[src/rtl/gpio_bank.sv]
// -----------------------------------------------------------------------------
// gpio_bank
// Bank of NUM_PORTS general purpose inputs. Each pin is synchronized, then
// optionally debounced (sampled on a shared prescaler tick), edge-detected
// according to a per-port edge mode, and latched into sticky pending/overrun
// flags that can raise a single masked interrupt.
//
// Ports
//   clk          single clock, all state on the rising edge
//   rst          asynchronous active-high reset
//   enable       global run enable (prescaler, level, history, flags)
//   div_load     prescaler terminal count; a tick occurs every div_load+1 cycles
//   in_data      asynchronous pin inputs, one per port
//   clr          per-port pulse that clears pending and overrun
//   en_filter    per-port debounce enable
//   irq_mask     per-port interrupt mask (1 = may raise irq)
//   select_edge  two bits per port: 00 none, 01 rising, 10 falling, 11 both
//   out_data     {zero pad, overrun, pending, level}
//   irq          registered OR of pending & irq_mask
//
// DATA_WIDTH must be at least 3*NUM_PORTS; DEBOUNCE_SAMPLES must be 2..16.
// -----------------------------------------------------------------------------
module gpio_bank #(
   parameter int NUM_PORTS        = 12,
   parameter int DATA_WIDTH       = 64,
   parameter int DIV_WIDTH        = 20,
   parameter int DEBOUNCE_SAMPLES = 4
) (
   input  logic                     clk,
   input  logic                     rst,
   input  logic                     enable,
   input  logic [DIV_WIDTH-1:0]     div_load,
   input  logic [NUM_PORTS-1:0]     in_data,
   input  logic [NUM_PORTS-1:0]     clr,
   input  logic [NUM_PORTS-1:0]     en_filter,
   input  logic [NUM_PORTS-1:0]     irq_mask,
   input  logic [2*NUM_PORTS-1:0]   select_edge,
   output logic [DATA_WIDTH-1:0]    out_data,
   output logic                     irq
);

   logic [NUM_PORTS-1:0]                         r_sync1;
   logic [NUM_PORTS-1:0]                         r_sync2;
   logic [DIV_WIDTH-1:0]                         r_cnt;
   logic [NUM_PORTS-1:0][DEBOUNCE_SAMPLES-2:0]   r_hist;
   logic [NUM_PORTS-1:0]                         r_level;
   logic [NUM_PORTS-1:0]                         r_pending;
   logic [NUM_PORTS-1:0]                         r_overrun;
   logic                                         r_irq;

   logic                                         w_tick;
   logic [NUM_PORTS-1:0][DEBOUNCE_SAMPLES-1:0]   w_window;
   logic [NUM_PORTS-1:0][DEBOUNCE_SAMPLES-2:0]   w_histNext;
   logic [NUM_PORTS-1:0]                         w_levelNext;
   logic [NUM_PORTS-1:0]                         w_event;
   logic [NUM_PORTS-1:0]                         w_pendingNext;
   logic [NUM_PORTS-1:0]                         w_overrunNext;

   // The prescaler ticks on the cycle its count has reached the terminal
   // value, so div_load = 0 gives a tick every enabled cycle.
   assign w_tick = enable & (r_cnt >= div_load);

   // Debounce window per port: the newest synchronized sample followed by the
   // stored history. A level change is accepted only when the whole window
   // agrees, i.e. DEBOUNCE_SAMPLES consecutive ticks saw the same value.
   for (genvar g = 0; g < NUM_PORTS; g++) begin : g_window
      assign w_window[g] = {r_hist[g], r_sync2[g]};
   end

   // Next level and sample history for every port. Unfiltered ports simply
   // follow the synchronizer while enabled; filtered ports only move on a
   // tick. An event is the level transition qualified by the port's edge
   // mode, evaluated on the same cycle the level register changes.
   always_comb begin
      w_levelNext = r_level;
      w_histNext  = r_hist;
      w_event     = '0;
      for (int i = 0; i < NUM_PORTS; i++) begin
         if (enable) begin
            if (!en_filter[i]) begin
               w_levelNext[i] = r_sync2[i];
            end else if (w_tick) begin
               w_histNext[i] = w_window[i][DEBOUNCE_SAMPLES-2:0];
               if ((&w_window[i]) && !r_level[i]) begin
                  w_levelNext[i] = 1'b1;
               end else if (!(|w_window[i]) && r_level[i]) begin
                  w_levelNext[i] = 1'b0;
               end
            end
         end
         w_event[i] = (~r_level[i] &  w_levelNext[i] & select_edge[2*i])
                    | ( r_level[i] & ~w_levelNext[i] & select_edge[2*i+1]);
      end
   end

   // Sticky flags. An event always sets pending; it also flags an overrun if
   // pending was already set, unless software is clearing on that very cycle,
   // in which case the event wins for pending and overrun is left alone.
   always_comb begin
      w_pendingNext = r_pending;
      w_overrunNext = r_overrun;
      for (int i = 0; i < NUM_PORTS; i++) begin
         if (w_event[i]) begin
            w_pendingNext[i] = 1'b1;
            if (!clr[i]) begin
               w_overrunNext[i] = r_overrun[i] | r_pending[i];
            end
         end else if (clr[i]) begin
            w_pendingNext[i] = 1'b0;
            w_overrunNext[i] = 1'b0;
         end
      end
   end

   // The synchronizer always runs so the pins are already settled when the
   // bank is enabled; everything else advances only under enable, except the
   // flags, which still honour clr while the bank is stopped.
   always_ff @(posedge clk or posedge rst) begin
      if (rst) begin
         r_sync1   <= '0;
         r_sync2   <= '0;
         r_cnt     <= '0;
         r_hist    <= '0;
         r_level   <= '0;
         r_pending <= '0;
         r_overrun <= '0;
         r_irq     <= 1'b0;
      end else begin
         r_sync1   <= in_data;
         r_sync2   <= r_sync1;
         if (enable) begin
            r_cnt <= w_tick ? '0 : r_cnt + DIV_WIDTH'(1);
         end
         r_hist    <= w_histNext;
         r_level   <= w_levelNext;
         r_pending <= w_pendingNext;
         r_overrun <= w_overrunNext;
         r_irq     <= |(r_pending & irq_mask);
      end
   end

   // Status word: level, pending and overrun packed low, unused bits zero.
   always_comb begin
      out_data = '0;
      out_data[3*NUM_PORTS-1:0] = {r_overrun, r_pending, r_level};
   end

   assign irq = r_irq;

endmodule
[config.mk]
export PLATFORM = sky130hd
export DESIGN_NAME = gpio_bank
export DESIGN_NICKNAME = d
export VERILOG_FILES = /design/src/rtl/gpio_bank.sv
export SDC_FILE = /design/constraint.sdc
export NUM_CORES = 1
export LEC_CHECK = 0
export BUFFER_PORTS_ARGS = -buffer_cell sky130_fd_sc_hd__buf_2
export CAP_MARGIN = 20
export CORE_UTILIZATION = 45
export CTS_CLUSTER_DIAMETER = 80
export CTS_CLUSTER_SIZE = 8
export DETAILED_ROUTE_END_ITERATION = 16
export PLACE_DENSITY = 0.81
export RECOVER_POWER = 100
export SLEW_MARGIN = 10
export SYNTH_ARGS = -nofsm -noshare
export SYNTH_HDL_FRONTEND = slang
export SYNTH_SLANG_ARGS = --single-unit
[constraint.sdc]
create_clock -name clk -period 9.4 [get_ports clk]
set_clock_uncertainty 0.2 [all_clocks]
set_input_delay 0.94 -clock clk [delete_from_list [all_inputs] [get_ports clk]]
set_output_delay 0.94 -clock clk [all_outputs]
set_load 0.03 [all_outputs]
==> impl_metrics.csv, run 1 <==
group,metric,value,unit
outcome,status,"complete, but fails checks",
outcome,violations,"max-capacitance violations, max-slew violations",
power_and_ir_drop,combPwrFrac,15.2,%
sta,worst_pin_slew,2850,ps
hold_path,hold_start,"r_sync1[7]",
yosys,synthCells,591,
yosys,yosys_warnings,0,
hold_path,hold_path.class,"reg -> reg",
yosys,synth_ff_type,"dfrtp_1",
sta,fmax,184,MHz
power_and_ir_drop,irDropWorstVdd,0.146,mV
hold_path,min_to,"r_sync2[7]",
yosys,synth_enable_flop_cells,0,
sta,period_share,57.8,%
power_and_ir_drop,p_clk_share,44.3,%
drt,viasPerCell,5.15,
yosys,syn_avg_cell_area,10.5,µm²
floorplanning,chipHeight,120,µm
clock_tree,clk_latency,410,ps
drt,wl,12600,µm
final_layout,area_growth,19.2,%
critical_path,cp_max_fo,47,
clock_tree,post_cts_buffers,0,
clock_tree,cts_tree,"yes",
yosys,synthDistinctLibCells,59,
final_layout,postLayoutCellArea,7420,µm²
power_and_ir_drop,power_leakage,3.72,nW
floorplanning,row_count,42,
critical_path,worstReg2RegEnd,"r_overrun[5]",
clock_tree,clk_pin_slew,50,ps
yosys,syn_area,6220,µm²
floorplanning,pin_count,160,
floorplanning,die-area,14300,µm²
critical_path,required,9480,ps
critical_path,r2r_slack,5110,ps
floorplanning,start_util,46.6,%
sta,fin_crit,5440,ps
drt,first_iter_violations,288,
global_routing,grt_max_degree,65,
clock_tree,cts_htree_levels,4,
drt,vias,4720,
global_routing,grt_pass1_vias,4663,
yosys,ys_ff_latch,117,
global_routing,grt_pass1_wl,21400,µm
yosys,seq_area_frac_synth,47.1,%
final_layout,stdcell_count,916,
clock_tree,post_cts_resized,0,
power_and_ir_drop,p_seq_share,40.5,%
global_routing,track_usage,19.0,%
final_layout,mostFrequentLayoutCell,"dfrtp_1",
power_and_ir_drop,power.switching,381,µW
place,dpl.hpwl,9000,µm
sta,tns,0,ps
power_and_ir_drop,powerDensity,192,nW/µm²
drt,drt-pass1-iter-count,4,
clock_tree,cts_root_buf,"clkbuf_16",
place,placed_cells,888,
place,postPlaceCellArea,6960,µm²
clock_tree,cts_buffers,17,
critical_path,cp.arrival,5520,ps
power_and_ir_drop,netSwitchingFraction,26.7,%
critical_path,startpoint_type,"input pin",
drt,post_drt_wl_per_cell,13.8,µm
final_layout,layout_common_cells,"dfrtp_1 (117), buf_2 (93), nand2_1 (65), inv_1 (49), clkbuf_1 (41)",
critical_path,crit_type,"in -> reg",
hold_path,hold_depth,0,
global_routing,antenna_found_initial,0,
place,io_buffer_count,131,
final_layout,diodes,0,
final_layout,layout-drive-gt1-share,22.3,%
power_and_ir_drop,p_total,1.42,mW
clock_tree,cts.sinks,117,
power_and_ir_drop,internal-power,1.04,mW
sta,drv_slew,207,
sta,setup_viol,0,
sta,final-hold-violation-count,0,
clock_tree,hold_buffers,0,
global_routing,grt_overflow,0,
critical_path,r2r-start,"r_cnt[9]",
final_layout,utilization,55.6,%
final_layout,nets,859,
floorplanning,die_w,120,µm
drt,drc,0,
yosys,synth-async-reset-ratio,100,%
sta,rsz0062_at_grt,"false",
clock_tree,cts.path.max_buffers,2,
drt,ant_nets,0,
sta,slew_headroom,-91.3,%
critical_path,r2r_cells,11,
job,cap_violations,4,
floorplanning,coreArea,13300,µm²
place,gp_congestion,0.788,
critical_path,crit_path_end_kind,"flip-flop",
## critical path: stages
cell and delay, ps:
clkbuf_1 1490, nand3_1 350, o2bb2ai_4 230, clkbuf_1 1420
a31oi_1 320, a2bb2oi_1 250, ha_1 300, a21oi_1 150
a21oi_1 50
## synth_stat cells (3+ instances only)
cell type    n  area, µm²
xnor2_1      4       35.0
a21bo_2      5       50.1
xor2_1      10       87.6
mux2_2      33        372
o21ai_0     15       75.1
buf_4       29        218
o41ai_1      4       35.0
a21oi_1     31        155
a32o_1       4       40.0
a221oi_1     3       26.3
o41ai_4      3       82.6
nand2b_1     7       43.8
a21o_1       4       30.0
nor3_1       4       20.0
dfrtp_1    117       2930
nand3_1     20        100
nand2_1     65        244
nor2b_1     12       75.1
a31oi_1     10       62.6
a2bb2oi_2    5       75.1
nor2_1      29        109
and3_1      10       62.6
nand4_1      9       56.3
inv_1       50        188
buf_2        4       20.0
o21ai_1      3       15.0
a22o_1       3       26.3
and4_1       3       26.3
ha_1        33        413
mux2i_1     12        120
nor4bb_1     5       50.1
and4b_1      3       30.0
## state kept, by name, indices dropped and copies added (netlist names)
signal,cells
r_hist,36
r_cnt,20
r_level,12
r_overrun,12
r_pending,12
r_sync1,12
r_sync2,12
irq,1
## routing by layer
layer,vias up,share of wire (%),track usage (%)
met5,-,0,0
met4,0,1.0,6.48
met3,12,6.0,5.56
met2,134,48,31.5
met1,2240,45,23.6
li1,2334,-,-
## worst max path at each step
stage	depth (start not counted)	slack, ps	start	to
3_5_place_dp	12	5640	div_load[2]	r_overrun[2]
5_1_grt	3	3230	rst	r_hist[21]
2_1_floorplan	1	5160	rst	irq
6_report	9	3960	enable	r_overrun[5]
4_1_cts	12	6040	div_load[2]	r_overrun[2]
3_3_place_gp	12	5710	div_load[2]	r_overrun[2]
## cell families (layout without fill, tap and decap cells)
logic type                 after synthesis  after routing  synth area share [%]
buffers and inverters                   89            211                  7.44
AOI/OAI and AO/OA                      115            115                  14.6
xor gates and xnor gates                14             14                  1.97
adders and majority gates               33             33                  6.64
muxes                                   45             45                  7.90
and+or+nand+nor                        177            177                  14.3
other                                    1             28                0.0603
DFF                                    117            117                  47.1
## stage by stage
step | hold WS (ps) | setup WS [ps]
floorplan | 131 | 5160
global placement | 132 | 5710
detailed placement | 135 | 5640
CTS | 146 | 6040
global route | 153 | 3230
finish | 145 | 3960
## power groups by stage
stage / Combinational [mW] / Sequential [mW] / Clock (mW)
after floorplan: 0.141 / 0.605 / 0
after global placement: 0.222 / 0.583 / 0
after detailed placement: 0.228 / 0.583 / 0
after CTS: 0.230 / 0.575 / 0.646
after global routing: 0.246 / 0.582 / 0.669
final: 0.216 / 0.577 / 0.632
## area by class of cell
cell class	instances	area, µm²
fill	1209	5930
inverter	50	189
sequential	117	2930
clock inverter	4	70.1
tap	176	220
clock buffer	24	512
multi-input combinational	412	2880
timing repair buffer	133	616
(Power assumes the default switching activity.)
==> run 2, diff against run 1 <==
--- a/config.mk
+++ b/config.mk
@@ -11,7 +11,7 @@
 export CTS_CLUSTER_DIAMETER = 80
 export CTS_CLUSTER_SIZE = 8
 export DETAILED_ROUTE_END_ITERATION = 16
-export PLACE_DENSITY = 0.81
+export PLACE_DENSITY = 0.83
 export RECOVER_POWER = 100
 export SLEW_MARGIN = 10
 export SYNTH_ARGS = -nofsm -noshare
==> constraint.sdc (replaced) <==
create_clock -name clk -period 4.45 [get_ports clk]
set_clock_uncertainty 0.2 [all_clocks]
set_input_delay 0.445 -clock clk [delete_from_list [all_inputs] [get_ports clk]]
set_output_delay 0.445 -clock clk [all_outputs]
set_load 0.03 [all_outputs]
==> run 2 against run 1 <==
- the flow still finishes with violations (max-capacitance violations, max-slew violations)
- global-route usage grew 1.4 points
- sequential cell count is the same
- design area grew 2.7%
- via count grew 2.6%
- setup slack lost 2900 ps
- core utilization grew 1.5 points
- critical path type is now reg -> reg
==> impl_metrics.csv, run 2 (synthesis gave the netlist of run 1 again) <==
group,metric,value,unit
outcome,status,"complete, but fails checks",
outcome,violations,"max-capacitance violations, max-slew violations",
final_layout,nets,875,
critical_path,critPathSlowestCell,"a211oi_1",
drt,drt-pass1-iter-count,5,
sta,period_share,77.1,%
sta,slew_headroom,-55.7,%
final_layout,largest_register_ffs,36,
place,dpl.hpwl,9440,µm
global_routing,grt_max_degree,64,
clock_tree,cts.path.max_buffers,2,
clock_tree,post_cts_buffers,0,
critical_path,crit_type,"reg -> reg",
global_routing,grt_pass1_vias,4873,
drt,ant_nets,0,
final_layout,regMostFlops,"r_hist",
power_and_ir_drop,power_leakage,3.82,nW
power_and_ir_drop,p_total,3.19,mW
final_layout,area_growth,22.5,%
sta,rsz0062_at_grt,"false",
place,placed_cells,891,
floorplanning,die-area,14300,µm²
sta,fin_crit,3430,ps
sta,worst_pin_slew,2340,ps
drt,viasPerCell,5.17,
critical_path,worst-path-buf-inv,0,
global_routing,track_usage,20.4,%
drt,post_drt_wl_per_cell,14.4,µm
floorplanning,row_count,42,
critical_path,cp_max_fo,24,
power_and_ir_drop,irDropWorstVdd,0.414,mV
sta,drv_slew,64,
floorplanning,die_w,120,µm
place,io_buffer_count,131,
sta,setup_viol,0,
floorplanning,coreArea,13300,µm²
final_layout,layout_common_cells,"dfrtp_1 (117), buf_2 (93), nand2_1 (65), inv_1 (50), clkbuf_1 (42)",
final_layout,reg_top3,"r_hist (36), r_cnt (20)",
final_layout,diodes,0,
sta,fmax,292,MHz
clock_tree,cts_htree_levels,4,
critical_path,required,4540,ps
critical_path,cp.arrival,3520,ps
clock_tree,clk_latency,420,ps
critical_path,r2r_slack,1020,ps
hold_path,hold_path.class,"in -> reg",
clock_tree,cts.sinks,117,
global_routing,grt_overflow,0,
drt,vias,4843,
clock_tree,cts_buffers,17,
sta,final-hold-violation-count,0,
drt,drc,0,
power_and_ir_drop,powerDensity,418,nW/µm²
place,gp_congestion,0.793,
critical_path,worstPathCellList,"ha_1 -> a211oi_1 -> o21ai_0 -> a211oi_1 -> o21ba_4 -> o41ai_1 -> a2bb2oi_1 -> ha_1 -> a21oi_1 -> a21oi_1",
drt,wl,13500,µm
drt,first_iter_violations,185,
critical_path,startpoint_type,"flip-flop",
floorplanning,pin_count,160,
job,cap_violations,1,
critical_path,critPathMaxStageDelay,520,ps
clock_tree,post_cts_resized,0,
floorplanning,chipHeight,120,µm
global_routing,grt_pass1_wl,22600,µm
critical_path,critPathTopFamily,"compound AO/OA/AOI/OAI gates",
clock_tree,clk_pin_slew,50,ps
final_layout,layout-drive-gt1-share,23.0,%
sta,setup_ws,1020,ps
clock_tree,cts_root_buf,"clkbuf_16",
final_layout,stdcell_count,936,
sta,tns,0,ps
clock_tree,cts_tree,"yes",
place,pre_cts_ws,1150,ps
final_layout,mostFrequentLayoutCell,"dfrtp_1",
global_routing,antenna_found_initial,0,
floorplanning,start_util,46.6,%
critical_path,crit_path_end_kind,"flip-flop",
run 2: cell count changes in the layout (fill, tap and decap cells not counted), sizes merged:
cell,previous run,this run
buf,93,95
clkinv,2,5
bufinv,2,5
dlygate4sd3,0,13
clkbuf,64,63
clkinvlp,1,0
inv,49,50
run 2: worst reg2reg max path, delay by kind of cell (launching register included):
family	cells	cell delay [ps]
AOI/OAI and AO/OA	8	2030
adders and majority gates	2	620
DFF	1	460
run 2: path summary, 6_finish.rpt:
| kind | end | cells after the start | startpoint |
|---|---|---|---|
| max reg2reg | r_overrun[4] | 10 | r_cnt[2] |
| min in group asynchronous | r_cnt[11] | 3 | rst |
| min reg2reg | r_sync2[1] | 0 | r_sync1[1] |
| max in group asynchronous | r_level[0] | 4 | rst |
| max | r_overrun[4] | 10 | r_cnt[2] |
| min | irq | 3 | irq_mask[8] |
run 2: metal layers:
layer	vias to the layer above	wire length [µm]	global-route usage [%]
li1	2368	-	-
met1	2310	6020	24.9
met2	144	6510	33.9
met3	21	772	5.75
met4	0	215	8.44
met5	-	0	0
run 2: what timing repair did:
action                                  in CTS  in global routing
endpoints found under the setup margin       0                  0
endpoints found under the hold margin       14                  0
hold buffers                                13                  0
run 2: power by group:
part	leakage, nW	switching, mW	internal (mW)
Combinational	1.97	0.291	0.178
Sequential	1.53	0.0798	1.14
Clock	0.324	0.472	1.03
Total	3.82	0.842	2.35
run 2: layout make-up:
| class | count | area [µm²] |
|---|---|---|
| timing repair buffer | 149 | 766 |
| clock buffer | 22 | 474 |
| tap | 176 | 220 |
| inverter | 50 | 188 |
| sequential | 117 | 2930 |
| multi-input combinational | 412 | 2870 |
| fill | 1176 | 5730 |
| clock inverter | 10 | 175 |
run 2: stage by stage:
stage                     cell area [µm²]  utilization, %  hold WS (ps)
after floorplan                      6320               -           131
after global placement               6980            52.3           132
after detailed placement             6980            52.3           135
after CTS                            7760            58.2          82.0
after global routing                 7620            57.1          93.6
final                                7620            57.1           100
==> run 3, diff against run 2 <==
--- a/config.mk
+++ b/config.mk
@@ -5,6 +5,7 @@
 export SDC_FILE = /design/constraint.sdc
 export NUM_CORES = 1
 export LEC_CHECK = 0
+export ABC_AREA = 1
 export BUFFER_PORTS_ARGS = -buffer_cell sky130_fd_sc_hd__buf_2
 export CAP_MARGIN = 20
 export CORE_UTILIZATION = 45
==> constraint.sdc (replaced) <==
create_clock -name clk -period 3.1 [get_ports clk]
set_clock_uncertainty 0.2 [all_clocks]
set_input_delay 0.31 -clock clk [delete_from_list [all_inputs] [get_ports clk]]
set_output_delay 0.31 -clock clk [all_outputs]
set_load 0.03 [all_outputs]
==> run 3 against run 2 <==
- the flow still finishes with violations (max-capacitance violations, max-slew violations)
- routed wire length grew 6.8%
- die area is 5.2% higher
- non-clock buffer count up 22
- final cell count up 26%
- power increased by 46%
- critical path depth increased by 7
- count of clock-buffer cells in the layout up 6
- synthesized cell count up 36%
- global-route usage about the same
- critical endpoint unchanged
==> impl_metrics.csv, run 3 <==
group,metric,value,unit
global_routing,grt_util_met3,5.95,%
outcome,violations,"max-capacitance violations, max-slew violations",
yosys,synth_common_cells,"nand2_1 (203), inv_1 (130), dfrtp_1 (117), nor2_1 (61), nand3_1 (52)",
hold_path,hold_start,"en_filter[3]",
critical_path,critPathLaunch,"r_cnt[11]",
yosys,synth_ff_type,"dfrtp_1",
yosys,ys_ff_latch,117,
global_routing,grt_most_used_layer,"met2",
global_routing,met1_usage,25.4,%
yosys,syn_area,6550,µm²
floorplanning,start_util,46.7,%
critical_path,r2r-start,"r_cnt[11]",
clock_tree,cts_htree_levels,4,
clock_tree,cts_root_buf,"clkbuf_16",
floorplanning,die_w,123,µm
job,cap_violations,1,
critical_path,r2r_cells,17,
drt,post_drt_wl_per_cell,12.2,µm
critical_path,worstReg2RegEnd,"r_overrun[4]",
yosys,yosysTopAreaCell,"dfrtp_1",
hold_path,min_to,"r_level[3]",
clock_tree,cts.path.max_buffers,2,
final_layout,seq_area,2930,µm²
final_layout,regMostFlops,"r_hist",
drt,drt-pass1-iter-count,4,
yosys,ys_top_cells_by_area,"dfrtp_1 (45%), nand2_1 (12%), inv_1 (7.4%), ha_1 (6.3%), nand3_1 (4.0%)",
place,dpl.hpwl,10200,µm
sta,setup_ws,197,ps
final_layout,largest_register_ffs,36,
power_and_ir_drop,power_leakage,4.50,nW
sta,fin_crit,2900,ps
global_routing,track_usage,20.4,%
final_layout,diodes,0,
yosys,synth-async-reset-ratio,100,%
critical_path,cp.arrival,3010,ps
critical_path,crit_top_cell,"nand2_1",
floorplanning,row_count,43,
drt,drc,0,
sta,period_share,93.6,%
floorplanning,pin_count,160,
sta,fmax,344,MHz
critical_path,crit_type,"reg -> reg",
drt,viasPerCell,4.77,
sta,drv_slew,38,
critical_path,worstPathCellList,"ha_1 -> a21o_1 -> nor2_1 -> nand2_1 -> nand2_1 -> nand4_4 -> buf_6 -> nand3_1 -> nand3_1 -> nand2_1 -> nand3_1 -> nand2_1 -> inv_1 -> ha_1 -> a21o_1 -> nand2_1 -> inv_1",
clock_tree,cts.sinks,117,
drt,first_iter_violations,283,
yosys,synthCells,806,
yosys,syn_avg_cell_area,8.13,µm²
global_routing,grt_pass1_wl,23500,µm
drt,ant_nets,0,
global_routing,grt_max_degree,58,
yosys,yosys_warnings,0,
global_routing,grt.met2_usage,34.2,%
final_layout,layout-drive-gt1-share,18.6,%
final_layout,nets,1115,
critical_path,critPathMaxStageDelay,420,ps
sta,slew_headroom,-5.19,%
sta,worst_pin_slew,1570,ps
final_layout,postLayoutCellArea,8120,µm²
clock_tree,cts_buffers,17,
yosys,synthDistinctLibCells,40,
critical_path,r2r_slack,200,ps
critical_path,crit_path_end_kind,"flip-flop",
clock_tree,cts_tree,"yes",
place,gp_congestion,0.815,
sta,setup_viol,0,
critical_path,required,3200,ps
yosys,synth_enable_flop_cells,0,
sta,hold_ws,42.7,ps
final_layout,area_growth,23.9,%
global_routing,antenna_found_initial,0,
place,io_buffer_count,131,
critical_path,cp_max_fo,7,
final_layout,multiInputGateArea,2980,µm²
drt,vias,5627,
clock_tree,clk_pin_slew,50,ps
yosys,synth_top_area_share,44.7,%
final_layout,mostFrequentLayoutCell,"nand2_1",
floorplanning,chipHeight,123,µm
yosys,seq_area_frac_synth,44.7,%
clock_tree,clk_latency,410,ps
floorplanning,die-area,15100,µm²
final_layout,nFillCells,1270,
global_routing,grt_overflow,0,
floorplanning,coreArea,14000,µm²
drt,wl,14400,µm
power_and_ir_drop,powerDensity,575,nW/µm²
place,pre_cts_ws,93.1,ps
final_layout,reg_top3,"r_hist (36), r_cnt (20)",
outcome,status,"complete, but fails checks",
critical_path,startpoint_type,"flip-flop",
place,postPlaceCellArea,7370,µm²
power_and_ir_drop,irDropWorstVdd,0.468,mV
hold_path,hold_depth,4,
hold_path,hold_path.class,"in -> reg",
final_layout,utilization,57.8,%
final_layout,layout_common_cells,"nand2_1 (204), inv_1 (129), dfrtp_1 (115), buf_2 (94), nor2_1 (60)",
sta,final-hold-violation-count,0,
yosys,post-synth-top-count-cell,"nand2_1",
global_routing,grt_pass1_vias,5242,
power_and_ir_drop,p_total,4.67,mW
critical_path,critPathSlowestCell,"dfrtp_2",
## run 3: changes by cell type after synthesis, sizes merged, moves of 15 or more
cell and delta:
o21ai +15, nor2 +34, nand2 +152, a21oi -17
mux2 -23, nand3 +42, inv +82
## run 3: where the power goes
group          internal, mW  switching [mW]  total (mW)
sequential             1.70           0.168        1.87
combinational         0.396           0.641        1.04
clock                  1.12           0.644        1.76
total                  3.22            1.45        4.67
## run 3: final cells by class
cell class / count / share of cell area [%]
Clock buffer: 28 / 6.36
Sequential cell: 117 / 36.1
Clock inverter: 3 / 0.216
Timing Repair Buffer: 171 / 11.7
Multi-Input combinational cell: 548 / 36.7
Tap cell: 180 / 2.77
Inverter: 132 / 6.15
## run 3: cells by family after synthesis
logic type                 synth area share, %
buffers and inverters                     11.6
adders and majority gates                 6.30
AOI/OAI and AO/OA                         6.66
DFF                                       44.7
xor gates and xnor gates                  1.60
muxes                                     1.83
other                                   0.0572
and+or+nand+nor                           27.2
## run 3: repair_timing
item / in CTS / in global routing
endpoints found under the hold margin: 48 / 0
hold buffers: 16 / 0
gates resized for setup: 0 / 13
setup buffers: 0 / 13
setup endpoints to repair: 0 / 20
## run 3: critical path, delay by kind of cell, from the launching register on
family,cells,cell delay [ps]
AO/OA/AOI/OAI,2,340
adder cells (fa/ha/maj),2,570
buffers and inverters,3,280
flip-flops,1,420
AND/OR/NAND/NOR,10,960
## run 3: worst max-delay path by stage
stage                                to  depth (start not counted)
after floorplan            r_overrun[2]                         19
after global placement    r_overrun[10]                         20
after detailed placement   r_overrun[6]                         18
after CTS                  r_overrun[5]                         18
after global routing      r_overrun[11]                         18
final                      r_overrun[4]                         17
## run 3: per-layer routing
layer / vias to the layer above / wire length [µm]
met1: 2572 / 6530
li1: 2887 / -
met3: 19 / 793
met4: 0 / 176
met5: - / 0
met2: 149 / 6940
## run 3: stage by stage
step | std cells | TNS, ps
after global placement | 1119 | 0
final | 1179 | 0
after global routing | 1179 | -44.9
after detailed placement | 1119 | 0
after CTS | 1166 | 0
after floorplan | 833 | 0
